--- src/rtl/key_evt_pkg.sv ---
// Shared state encoding and default 50 MHz timing for the key event decoder.
package key_evt_pkg;

  typedef enum logic [2:0] {ARM, IDLE, PRESS1, GAP, HELD, WAITREL} kev_state_t;

  localparam int LONG_CYC_DEF = 50_000_000;  // 1 s
  localparam int DCLK_CYC_DEF = 12_500_000;  // 250 ms
  localparam int REP_CYC_DEF  = 10_000_000;  // 200 ms
  localparam int CNT_W_DEF    = 26;

endpackage

--- src/rtl/kev_timer.sv ---
// Saturating up-counter with synchronous clear/enable and terminal-count flag.
module kev_timer #(
  parameter int CNT_W = 26
) (
  input  logic             i_clk,
  input  logic             i_rst,
  input  logic             i_clr,
  input  logic             i_en,
  input  logic [CNT_W-1:0] i_term,
  output logic             o_tc
);

  logic [CNT_W-1:0] r_cnt;

  always_ff @(posedge i_clk) begin
    if (i_rst || i_clr) begin
      r_cnt <= '0;
    end else if (i_en && !o_tc) begin
      r_cnt <= r_cnt + 1'b1;
    end
  end

  assign o_tc = (r_cnt == i_term);

endmodule

--- src/rtl/key_event_decoder.sv ---
// Classifies debounced key presses into short/double/long events plus a hold level.
// Optional auto-repeat while held is enabled by defining KEY_REPEAT_EN.
module key_event_decoder
  import key_evt_pkg::*;
#(
  parameter int LONG_CYC = LONG_CYC_DEF,
  parameter int DCLK_CYC = DCLK_CYC_DEF,
  parameter int REP_CYC  = REP_CYC_DEF,
  parameter int CNT_W    = CNT_W_DEF
) (
  input  logic CLK,
  input  logic RST,
  input  logic KP,
  output logic SHORT_EV,
  output logic DOUBLE_EV,
  output logic LONG_EV,
  output logic HOLD,
  output logic REPEAT_EV
);

  localparam int MAX_CYC = (LONG_CYC > DCLK_CYC) ?
                           ((LONG_CYC > REP_CYC) ? LONG_CYC : REP_CYC) :
                           ((DCLK_CYC > REP_CYC) ? DCLK_CYC : REP_CYC);
  localparam logic [CNT_W-1:0] LONG_TERM = CNT_W'(LONG_CYC - 1);
  localparam logic [CNT_W-1:0] DCLK_TERM = CNT_W'(DCLK_CYC - 1);

  if ($clog2(MAX_CYC) > CNT_W) begin : g_cnt_w_check
    $error("CNT_W too narrow for the configured cycle counts");
  end

  kev_state_t       r_state;
  logic             r_short, r_double, r_long, r_hold;
  logic             w_tc, w_chg, w_en;
  logic [CNT_W-1:0] w_term;

  // Timer restarts whenever the FSM is about to leave its current state.
  always_comb begin
    w_chg = 1'b0;
    case (r_state)
      ARM:     w_chg = KP;
      IDLE:    w_chg = !KP;
      PRESS1:  w_chg = KP || w_tc;
      GAP:     w_chg = !KP || w_tc;
      HELD:    w_chg = KP;
      WAITREL: w_chg = KP;
      default: w_chg = 1'b1;
    endcase
  end

  assign w_en   = (r_state == PRESS1) || (r_state == GAP);
  assign w_term = (r_state == PRESS1) ? LONG_TERM : DCLK_TERM;

  kev_timer #(.CNT_W(CNT_W)) u_main_tmr (
    .i_clk  (CLK),
    .i_rst  (RST),
    .i_clr  (w_chg),
    .i_en   (w_en),
    .i_term (w_term),
    .o_tc   (w_tc)
  );

  always_ff @(posedge CLK) begin
    if (RST) begin
      r_state  <= ARM;
      r_short  <= 1'b0;
      r_double <= 1'b0;
      r_long   <= 1'b0;
      r_hold   <= 1'b0;
    end else begin
      r_short  <= 1'b0;
      r_double <= 1'b0;
      r_long   <= 1'b0;
      case (r_state)
        ARM:  if (KP) r_state <= IDLE;
        IDLE: if (!KP) r_state <= PRESS1;
        PRESS1: begin
          if (KP) begin
            r_state <= GAP;
          end else if (w_tc) begin
            r_state <= HELD;
            r_long  <= 1'b1;
            r_hold  <= 1'b1;
          end
        end
        // A second press on the expiry cycle still counts as a double click.
        GAP: begin
          if (!KP) begin
            r_state  <= WAITREL;
            r_double <= 1'b1;
          end else if (w_tc) begin
            r_state <= IDLE;
            r_short <= 1'b1;
          end
        end
        HELD: begin
          if (KP) begin
            r_state <= IDLE;
            r_hold  <= 1'b0;
          end
        end
        WAITREL: if (KP) r_state <= IDLE;
        default: r_state <= ARM;
      endcase
    end
  end

  assign SHORT_EV  = r_short;
  assign DOUBLE_EV = r_double;
  assign LONG_EV   = r_long;
  assign HOLD      = r_hold;

`ifdef KEY_REPEAT_EN
  localparam logic [CNT_W-1:0] REP_TERM = CNT_W'(REP_CYC - 1);
  logic w_rep_tc, w_rep_clr, w_in_held, r_repeat;

  assign w_in_held = (r_state == HELD);
  assign w_rep_clr = !w_in_held || w_rep_tc;

  kev_timer #(.CNT_W(CNT_W)) u_rep_tmr (
    .i_clk  (CLK),
    .i_rst  (RST),
    .i_clr  (w_rep_clr),
    .i_en   (w_in_held),
    .i_term (REP_TERM),
    .o_tc   (w_rep_tc)
  );

  always_ff @(posedge CLK) begin
    if (RST) r_repeat <= 1'b0;
    else     r_repeat <= w_in_held && w_rep_tc;
  end

  assign REPEAT_EV = r_repeat;
`else
  assign REPEAT_EV = 1'b0;
`endif

endmodule
--- config.mk ---
export PLATFORM = sky130hd
export DESIGN_NAME = key_event_decoder
export DESIGN_NICKNAME = d
export VERILOG_FILES = /design/src/rtl/key_evt_pkg.sv /design/src/rtl/kev_timer.sv /design/src/rtl/key_event_decoder.sv
export SDC_FILE = /design/constraint.sdc
export NUM_CORES = 1
export LEC_CHECK = 0
export CAP_MARGIN = 20
export CORE_MARGIN = 5
export CORE_UTILIZATION = 40
export CTS_CLUSTER_DIAMETER = 30
export DETAILED_ROUTE_END_ITERATION = 12
export PLACE_DENSITY = 0.65
export SLEW_MARGIN = 10
export SYNTH_ARGS = -nofsm -noshare
export SYNTH_HDL_FRONTEND = slang
export SYNTH_SLANG_ARGS = --single-unit
--- constraint.sdc ---
create_clock -name CLK -period 4.4 [get_ports CLK]
set_input_delay 0.44 -clock CLK [delete_from_list [all_inputs] [get_ports CLK]]
set_output_delay 0.44 -clock CLK [all_outputs]
set_load 0.02 [all_outputs]
==> results.md <==
* CTS sink count at 33
* Top-area cell type share of the netlist area at 0.346
* Clock tree buffer depth at 2
* Area of the multi-input gates at between 0.001 and 0.0015 mm^2
* Dominant synthesized flop cell: dfxtp_1
* Cells after synthesis at between 200 and 250
* CP peak stage delay at 0.52 ns
* Hold Vio Cnt, Final at 0
* Setup WS post-layout at 1.82 ns
* Initial Util at 0.407
* WP buf/inv at 2
* CTS root buf: clkbuf_8
* Crit path max-delay family: compound AO/OA/AOI/OAI gates
* Final nets at between 200 and 250
* Grt met1 use at 0.189
* Dominant cell type by area after synthesis: dfxtp_1
* Later-pin clock latency in the skew report at between 0.2 and 0.3 ns
* Register area at roughly 660 um^2
* Clock Pin Slew Worst Setup and Hold Paths at approximately 0.07 ns
* CTS Hold Bufs at 0
* Met3 GRT Util at 0.0363
* Initial antenna violation count at 0
* Psw at approximately 140 uW
* DR DRC count at 0
* Min Tclk post-route at between 2 and 3 ns
* HP Start: HOLD
* R2r endpoint: u_main_tmr.r_cnt[17]
* Crit-path cells: nand2b_1, buf_4, o2111ai_1, a2111oi_4, buf_4, and2b_1, o21ai_0, a21oi_1
* Critical path's slowest cell: dfxtp_1
* Status: completed
* Crit. path cell count at 8
* Mapped Area at 0.00191 mm^2
* Num rows at 25
* HP Class: flip-flop to flip-flop
* WS Path Type: flip-flop to flip-flop
* Worst R2R Start: r_state[2]
* Synth top area cells: dfxtp_1 35%, xnor2_1 9.6%, nor2_1 6.1%
* Dpl ws at around 1.7 ns
* Layout Area Growth over Synthesis at 7.61%
* GRT Util Overall at 0.143
* Pre-Repair DR Iteration Count at 4
* Pwr/cell area at about 280 mW/mm^2
* WHS Endpoint: HOLD
* Fillers at roughly 480
* GRT busiest layer: met2
* Most frequent cells after synthesis: 33 x dfxtp_1, 31 x nor2_1, 21 x xnor2_1, 18 x nand2_1, 12 x nor3_1
* Synthesis Warnings at 0
* IO Pins at 8
* Post-DRT Antenna Nets at 0
* Asr flop ratio synth at 0
* Combinational power share at 0.068
* Worst Skew at 0.00584 ns
* H-tree depth at 2
* Lkg Pwr at approximately 0.00056 uW
* Hold depth at 2
* Final Max Tran Viols at 0
* #FFs+latches synth at 33
* Cts repair resizes at 0
* Setup TNS at 0 ns
* GPL Wtd Cong at ~0.79
* Fmax at slightly below 400 MHz
* Die span in x at slightly below 80 um
* Peak supply drop at around 0.086 mV
* CTS tree: yes
* Post-CTS Setup Bufs at 0
* Count leader, synth: dfxtp_1
* Via/cell ratio at about 5.6
* Final setup fails at 0
* CP endpoint kind: flip-flop
* Largest net degree at the start of global routing at 25
* Number of global-route vias before repair at roughly 1,500
* Grt met2 use at 0.218
* Starting DRC count in detailed routing at 103
* Clock share of power at 0.401
* CP Launch Type: flip-flop
* Synthesized Nets at between 200 and 250
* Detailed-route wire length at between 3 and 4 mm
* Internal at roughly 440 uW
* RSZ-0062 raised after global routing: false
* Reg2Reg Setup Slack at between 1.5 and 2 ns
* ANT cells at 0
* Gr ovfl total at 0
* Port Buf Inserts at 6
* Arrival time of the worst setup path at 2.76 ns
* Slew HR at 0.523
* Wire per inst at 14.0 um
* CP max FO at 24
* Number of flops mapped to enable cells by yosys at 0
* Number of max-cap violations at 0
* Area of the core at about 0.0047 mm^2
* Worst endpoint required time at about 4.6 ns
* Pin slew with the least headroom to its limit at a little over 0.7 ns
* Period utilisation layout at 0.587
* Post-synthesis sequential area ratio at 0.346
* Post-DP HPWL at around 2.7 mm
* Worst R2R Path Depth at 8
* Die Y-Extent at roughly 80 um
* Global-route wire length before repair at around 7.1 mm
* Power share of the sequential group at 0.531
* Synth cell types at 46
* Inserted Clock Buffers at 5
* Avg Inst Size Synth at around 8.5 um^2
* Die area at between 0.006 and 0.007 mm^2
* Ratio of cells with drive above 1 in the final layout at 0.101
* Critical Path Most Common Cell: buf_4
* Switching Fraction at 0.240
* Via Count at about 1,600
## worst max-delay path by stage
stage	from	to	slack, ns
after CTS	r_state[2]	u_main_tmr.r_cnt[4]	1.80
after detailed placement	KP	u_main_tmr.r_cnt[4]	1.68
after global routing	r_state[2]	u_main_tmr.r_cnt[4]	1.54
after global placement	KP	u_main_tmr.r_cnt[2]	1.77
after floorplan	r_state[1]	u_main_tmr.r_cnt[9]	2.33
final	r_state[2]	u_main_tmr.r_cnt[17]	1.82
## cells in the final DEF, fill, tap and decap left out, drive strengths merged, types with 2 or more instances in the layout
master         synthesis  final
a21o                   3      3
a21oi                 11     11
and2                   3      3
buf                    9      3
clkbuf                 5      7
clkdlybuf4s50          0      6
dfxtp                 33     33
ha                     3      3
inv                    3      3
nand2                 18     18
nand2b                 3      3
nand3                  9      9
nand3b                 2      2
nand4                  8      8
nor2                  31     31
nor2b                  3      3
nor3                  12     12
nor3b                  4      4
nor4                  12     12
nor4b                  5      5
o21ai                  6      6
or2                    2      2
or4                    5      5
xnor2                 21     21
## metal layers
layer  share of wire  vias up
li1                -      806
met1            0.48      726
met2            0.46       20
met3           0.035       11
met4           0.027        0
met5               0        -
## area by class of cell
| type | count | share of cell area |
|---|---|---|
| inverter | 3 | 0.00548 |
| multi-input combinational | 175 | 0.558 |
| tap | 54 | 0.0329 |
| sequential | 33 | 0.322 |
| timing repair buffer | 9 | 0.0402 |
| clock buffer | 7 | 0.0420 |
## worst register-to-register path, stage by stage (launching register included)
cell,delay [ns]
dfxtp_1,0.52
nand2b_1,0.19
buf_4,0.30
o2111ai_1,0.24
a2111oi_4,0.42
buf_4,0.37
and2b_1,0.22
o21ai_0,0.14
a21oi_1,0.08
## sequential cells by signal, indices dropped and copies added (netlist names)
register / cells
SHORT_EV: 1
HOLD: 1
DOUBLE_EV: 1
LONG_EV: 1
r_state: 3
u_main_tmr.r_cnt: 26
## power groups by stage
| stage | combinational (uW) | sequential (uW) | clock, uW |
|---|---|---|---|
| 6_report | 39.0 | 306 | 231 |
| 5_1_grt | 43.9 | 306 | 252 |
| 4_1_cts | 39.2 | 306 | 237 |
| 3_5_place_dp | 39.0 | 313 | 0 |
| 3_3_place_gp | 38.8 | 313 | 0 |
| 2_1_floorplan | 35.9 | 309 | 0 |
## metrics by stage
step	cell area, um^2	cells	hold slack [ns]	util	total power [uW]
after global placement	1970	274	0.455	0.419	351
after global routing	2050	281	0.486	0.438	602
after CTS	2050	281	0.479	0.438	582
final	2050	281	0.472	0.438	576
after floorplan	1910	225	0.458	-	344
after detailed placement	1970	274	0.468	0.419	352
## cells by family after synthesis
family / Yosys count / share of synthesized area
buffers and inverters: 17 / 0.0538
adder cells (fa/ha/maj): 3 / 0.0197
AND/OR/NAND/NOR: 123 / 0.383
AO/OA/AOI/OAI: 26 / 0.0944
flip-flops: 33 / 0.346
XOR/XNOR: 22 / 0.101
other: 1 / 0.00197
Power figures use the tool's default switching activity.
